`src/rtl/serial_paralelo_if.sv`:
```
// serial_paralelo_if: serial bit input plus recovered byte, valid and link status
interface serial_paralelo_if;
  logic       data_in;
  logic [7:0] data_out;
  logic       valid_out;
  logic       active;
  modport master(output data_in, input data_out, valid_out, active);
  modport slave(input data_in, output data_out, valid_out, active);
endinterface

```
`src/rtl/serial_paralelo.sv`:
```
// serial_paralelo: comma-aligned serial-to-parallel byte receiver, MSB first, one bit per clk_32f
module serial_paralelo #(
  parameter logic [7:0] COMMA   = 8'hBC,
  parameter int         N_COMMA = 4
) (
  input logic              clk_32f,
  input logic              reset,
  serial_paralelo_if.slave bus
);
  typedef enum logic [1:0] {HUNT, SYNC, ACTIVE} state_t;
  localparam logic [3:0] N = 4'(N_COMMA);
  state_t     state_q, state_d;
  logic [6:0] sr_q, sr_d;
  logic [7:0] data_q, data_d, w;
  logic [2:0] bit_cnt_q, bit_cnt_d;
  logic [3:0] bc_cnt_q, bc_cnt_d;
  logic       valid_q, valid_d, active_q, active_d, bnd, is_c;
  assign w    = {sr_q, bus.data_in};
  assign bnd  = bit_cnt_q == 3'd7;
  assign is_c = w == COMMA;
  always_comb begin
    state_d   = state_q;
    sr_d      = w[6:0];
    data_d    = data_q;
    bit_cnt_d = bit_cnt_q + 3'd1;
    bc_cnt_d  = bc_cnt_q;
    valid_d   = valid_q;
    active_d  = active_q;
    case (state_q)
      HUNT: begin
        bit_cnt_d = is_c ? 3'd0 : bit_cnt_q;
        bc_cnt_d  = is_c ? 4'd1 : bc_cnt_q;
        state_d   = !is_c ? HUNT : (N == 4'd1) ? ACTIVE : SYNC;
        active_d  = is_c && N == 4'd1;
      end
      SYNC: begin
        if (bnd) begin
          bc_cnt_d = is_c ? bc_cnt_q + 4'd1 : 4'd0;
          state_d  = !is_c ? HUNT : (bc_cnt_q + 4'd1 == N) ? ACTIVE : SYNC;
          active_d = is_c && bc_cnt_q + 4'd1 == N;
        end
      end
      ACTIVE: begin
        data_d  = (bnd && !is_c) ? w : data_q;
        valid_d = bnd ? !is_c : valid_q;
      end
      default: state_d = HUNT;
    endcase
  end
  always_ff @(posedge clk_32f) begin
    if (reset) begin
      state_q   <= HUNT;
      sr_q      <= '0;
      data_q    <= '0;
      bit_cnt_q <= '0;
      bc_cnt_q  <= '0;
      valid_q   <= 1'b0;
      active_q  <= 1'b0;
    end else begin
      state_q   <= state_d;
      sr_q      <= sr_d;
      data_q    <= data_d;
      bit_cnt_q <= bit_cnt_d;
      bc_cnt_q  <= bc_cnt_d;
      valid_q   <= valid_d;
      active_q  <= active_d;
    end
  end
  assign bus.data_out  = data_q;
  assign bus.valid_out = valid_q;
  assign bus.active    = active_q;
endmodule

```
`src/flat_wrapper.sv`:
```
// flat-port wrapper written by rule: the top's interface ports become plain ports
module serial_paralelo_flat 
#(
  parameter logic [7:0] COMMA   = 8'hBC,
  parameter int         N_COMMA = 4
)
  (clk_32f, reset, bus_data_in, bus_data_out, bus_valid_out, bus_active);
  serial_paralelo_if bus_i ();
  input logic clk_32f;
  input logic reset;
  input wire logic [$bits(bus_i.data_in)-1:0] bus_data_in;
  output wire logic [$bits(bus_i.data_out)-1:0] bus_data_out;
  output wire logic [$bits(bus_i.valid_out)-1:0] bus_valid_out;
  output wire logic [$bits(bus_i.active)-1:0] bus_active;
  assign bus_i.data_in = bus_data_in;
  assign bus_data_out = bus_i.data_out;
  assign bus_valid_out = bus_i.valid_out;
  assign bus_active = bus_i.active;
  serial_paralelo #(.COMMA(COMMA), .N_COMMA(N_COMMA)) u_core (.clk_32f(clk_32f), .reset(reset), .bus(bus_i));
endmodule
```
`config.mk`:
```
export PLATFORM = sky130hd
export DESIGN_NAME = serial_paralelo_flat
export DESIGN_NICKNAME = d
export VERILOG_FILES = /design/src/rtl/serial_paralelo_if.sv /design/src/rtl/serial_paralelo.sv /design/src/flat_wrapper.sv
export SDC_FILE = /design/constraint.sdc
export NUM_CORES = 1
export LEC_CHECK = 0
export CORE_AREA = 2 2 50 52
export DETAILED_ROUTE_END_ITERATION = 16
export DIE_AREA = 0 0 52 54
export PLACE_DENSITY = 0.73
export SETUP_SLACK_MARGIN = 0.2
export SYNTH_ARGS = -nofsm -noshare
export SYNTH_HDL_FRONTEND = slang
export SYNTH_SLANG_ARGS = --single-unit
```
`constraint.sdc`:
```
create_clock -name clk_32f -period 1.7 [get_ports clk_32f]
set_input_delay 0.425 -clock clk_32f [delete_from_list [all_inputs] [get_ports clk_32f]]
set_output_delay 0.425 -clock clk_32f [all_outputs]
set_load 0.01 [all_outputs]
```
==> flow_summary.yaml, run 1 <==
power_and_ir_drop:
  combPwrFrac_pct: 2.6
  p_leak_uw: 0.000581
  seq_power_share_pct: 58.4
  power_density_mw_per_mm2: 737
  internal_power_uw: 863
  vdd_drop_max_uv: 603
  pwr-share-clk_pct: 39.0
  swShare_pct: 18.0
  switchingPower_uw: 189
floorplan:
  die_y_um: 54
  core-area_mm2: 0.00232
  io_pins: 13
  dieArea_mm2: 0.00281
  initial_core_util_pct: 49.2
  rows: 18
  die_w_um: 52
cts:
  cts_buffer_depth: 2
  cts_max_level: 1
  clock_latency_ns: 0.31
  root_buffer: "clkbuf_4"
  numCtsBuffers: 3
  clock_sinks: 26
  cts_hold_buf: 0
  cts_tree: "done"
  clkTransAtPathRegs_ns: 0.14
timing:
  whs_ns: 0.493
  setup_viol: 0
  finClkSkew_ns: 0.00977
  hold_violations: 0
  rsz0062_at_grt: "false"
  maxSlewViolCount: 0
  worstMarginPinSlew_ns: 0.429
  fin_crit_sh_pct: 86.0
  finalCriticalPeriod_ns: 1.46
  max_slew_margin_pct: 71.4
  fmax_ghz: 0.684
layout:
  final_area_mm2: 0.00143
  nets: 135
  fillCellCount: 207
  syn2layout_area_growth_pct: 25.0
  finalNonFillerCells: 157
  diodes: 0
  regArea_um2: 528
  multi_input_area_um2: 632
  final_layout_size_suffix_gt1_share_pct: 22.8
critical_path:
  rrSetupSlack_ns: 0.29
  cp.required_ns: 1.92
  r2r-end: "u_core.bus.data_out[6]"
  critPathCaptureType: "register"
  arrival_ns: 1.68
  worst-r2r-cell-count: 7
  start_kind: "input port"
  reg2reg_from: "u_core.bit_cnt_q[0]"
  setup.worst_path.class: "in2reg"
  path_max_fanout: 6
synthesis:
  yosysWarnings: 0
  synth_cell_type_count: 35
  synthCells: 112
  synth.cell_area_mm2: 0.00114
  synthesis.nets: 119
  ys_seq_area_share_pct: 45.6
  ys_ff_latch: 26
  syn_area_per_cell_um2: 10.2
job:
  drv_cap: 0
min_path:
  min_path_type: "reg2reg"
  hold_depth: 1
  hp-start: "u_core.sr_q[2]"
  whs_endpoint: "u_core.sr_q[3]"
placed_design:
  portBuffers: 12
  place.gp.congestion: 0.765
  dp_cells: 152
  placed_area_mm2: 0.00131
  dp_hpwl_um: 1440
grt:
  grt_start_max_net_pins: 30
  grt_pass1_wl_um: 3370
  grt_pass1_vias: 768
  overflow: 0
  antenna_found_initial: 0
  grt_usage_pct: 15.8
detailed_routing:
  vias_per_cell: 5.27
  dr.pass1.iters: 4
  drc: 0
  drtAntennaViolNets: 0
  drtIter0Drc: 9
  wl_per_cell_um: 13.0
  wirelength_um: 2050
  vias: 828
outcome:
  status: "complete, no violations"
-- power by group through the flow --
| stage | clock network (uW) | logic, uW | registers [uW] |
|---|---|---|---|
| floorplan | 0 | 13.3 | 628 |
| CTS | 427 | 27.0 | 616 |
| detailed placement | 0 | 27.1 | 629 |
| global route | 453 | 29.4 | 615 |
| finish | 411 | 27.3 | 614 |
| global placement | 0 | 27.0 | 629 |
-- final cells by class --
cell class	count	area share [%]
Multi-Input combinational cell	78	44.3
Sequential cell	26	37.0
Timing Repair Buffer	17	11.9
Tap cell	30	2.63
Clock inverter	1	2.10
Clock buffer	3	1.58
Inverter	2	0.526
-- per-stage QoR --
stage / TNS, ns / total power, uW / worst slack [ns] / util, %
floorplan: 0 / 641 / 0.265 / -
global placement: -0.541 / 656 / -0.0643 / 56.4
detailed placement: -0.809 / 656 / -0.0948 / 56.4
CTS: 0 / 1070 / 0.217 / 58.7
global route: 0 / 1100 / 0.198 / 61.5
finish: 0 / 1050 / 0.239 / 61.5
-- how the worst max path moves through the flow --
stage	startpoint	endpoint	slack, ns	cells past startpoint
final	bus_data_in	u_core.state_q[1]	0.24	5
after global placement	bus_data_in	u_core.state_q[1]	-0.06	5
after global routing	u_core.bit_cnt_q[0]	u_core.bus.data_out[5]	0.20	7
after CTS	u_core.bit_cnt_q[1]	u_core.bus.data_out[6]	0.22	7
after floorplan	u_core.bit_cnt_q[0]	u_core.bus.data_out[1]	0.26	6
after detailed placement	bus_data_in	u_core.bus.data_out[2]	-0.09	6
-- logic make-up (layout without fill, tap and decap cells) --
logic type / Yosys count / in the layout / share of synthesized area, %
compound gates: 23 / 23 / 15.4
xor+xnor: 1 / 1 / 0.767
fa+ha+maj: 4 / 4 / 4.38
buf+inv: 8 / 23 / 4.82
flops: 26 / 26 / 45.6
mux: 7 / 7 / 6.13
simple gates: 43 / 43 / 22.9
-- cell usage after synthesis --
master / n / area [um^2]
dfxtp_1: 26 / 521
nor2_1: 11 / 41.3
a21oi_1: 10 / 50.1
nor2b_1: 10 / 62.6
mux2i_1: 7 / 70.1
o21ai_0: 5 / 25.0
ha_1: 4 / 50.1
nand3_1: 4 / 20.0
clkbuf_1: 3 / 11.3
nand2_1: 3 / 11.3
inv_1: 2 / 7.51
nand3b_1: 2 / 15.0
nand4b_1: 2 / 17.5
nor3_1: 2 / 10.0
a2111oi_4: 1 / 27.5
a211oi_2: 1 / 12.5
a21o_1: 1 / 7.51
a21oi_4: 1 / 16.3
and2_1: 1 / 6.26
and2_4: 1 / 8.76
and4b_2: 1 / 11.3
and4bb_4: 1 / 16.3
buf_12: 1 / 20.0
buf_2: 1 / 5.00
buf_6: 1 / 11.3
nand2b_1: 1 / 6.26
nand3b_2: 1 / 11.3
nand4_1: 1 / 6.26
nor2_4: 1 / 11.3
o2111ai_2: 1 / 15.0
o21ai_1: 1 / 5.00
o32ai_1: 1 / 8.76
o41ai_1: 1 / 8.76
or2_2: 1 / 6.26
xor2_1: 1 / 8.76
-- placed cells by master (no fill, tap or decap), types with 2 or more instances in the layout --
cell type and n:
ha_1 2, clkbuf_4 3, a21oi_1 10, inv_1 2, dlygate4sd2_1 10, nor2b_1 9
buf_4 3, nand4b_1 2, nor3_1 2, nand3b_1 2, dfxtp_1 22, nand2_1 3
buf_12 2, ha_4 2, nor2_1 10, dfxtp_2 3, mux2i_1 7, nand3_1 4
clkdlybuf4s50_1 2, o21ai_0 5
-- sequential cells by signal (all words and copies together) (netlist names) --
signal,count
u_core.bus.data_out,8
u_core.sr_q,7
u_core.bc_cnt_q,4
u_core.bit_cnt_q,3
u_core.state_q,2
u_core.bus.active,1
u_core.bus.valid_out,1
-- metal layers --
metal	vias to the layer above	global-route usage, %	routed length, um
li1	420	-	-
met1	397	19.2	972
met2	9	28.5	1010
met3	2	2.50	57
met4	0	5.26	13
met5	-	0	0
-- critical path, cell delays in order --
cell and delay, ns:
clkdlybuf4s50_1 0.41, and4bb_4 0.35, and2_4 0.20, nor2_4 0.04, a2111oi_4 0.26
-- repair_timing --
action,4_1_cts,5_1_grt
pin swaps,0,2
buffers inserted,0,1
resized for setup,14,11
setup endpoints to repair,19,9
Power figures use the tool's default switching activity.
==> inputs of run 2 (changes only) <==
--- a/config.mk
+++ b/config.mk
@@ -5,9 +5,11 @@
 export SDC_FILE = /design/constraint.sdc
 export NUM_CORES = 1
 export LEC_CHECK = 0
+export CAP_MARGIN = 20
 export CORE_AREA = 2 2 50 52
 export DETAILED_ROUTE_END_ITERATION = 16
 export DIE_AREA = 0 0 52 54
+export GPL_ROUTABILITY_DRIVEN = 0
 export PLACE_DENSITY = 0.73
 export SETUP_SLACK_MARGIN = 0.2
 export SYNTH_ARGS = -nofsm -noshare
==> results of run 2 <==
The final DEF is identical to that of run 1; final timing and power are the same.
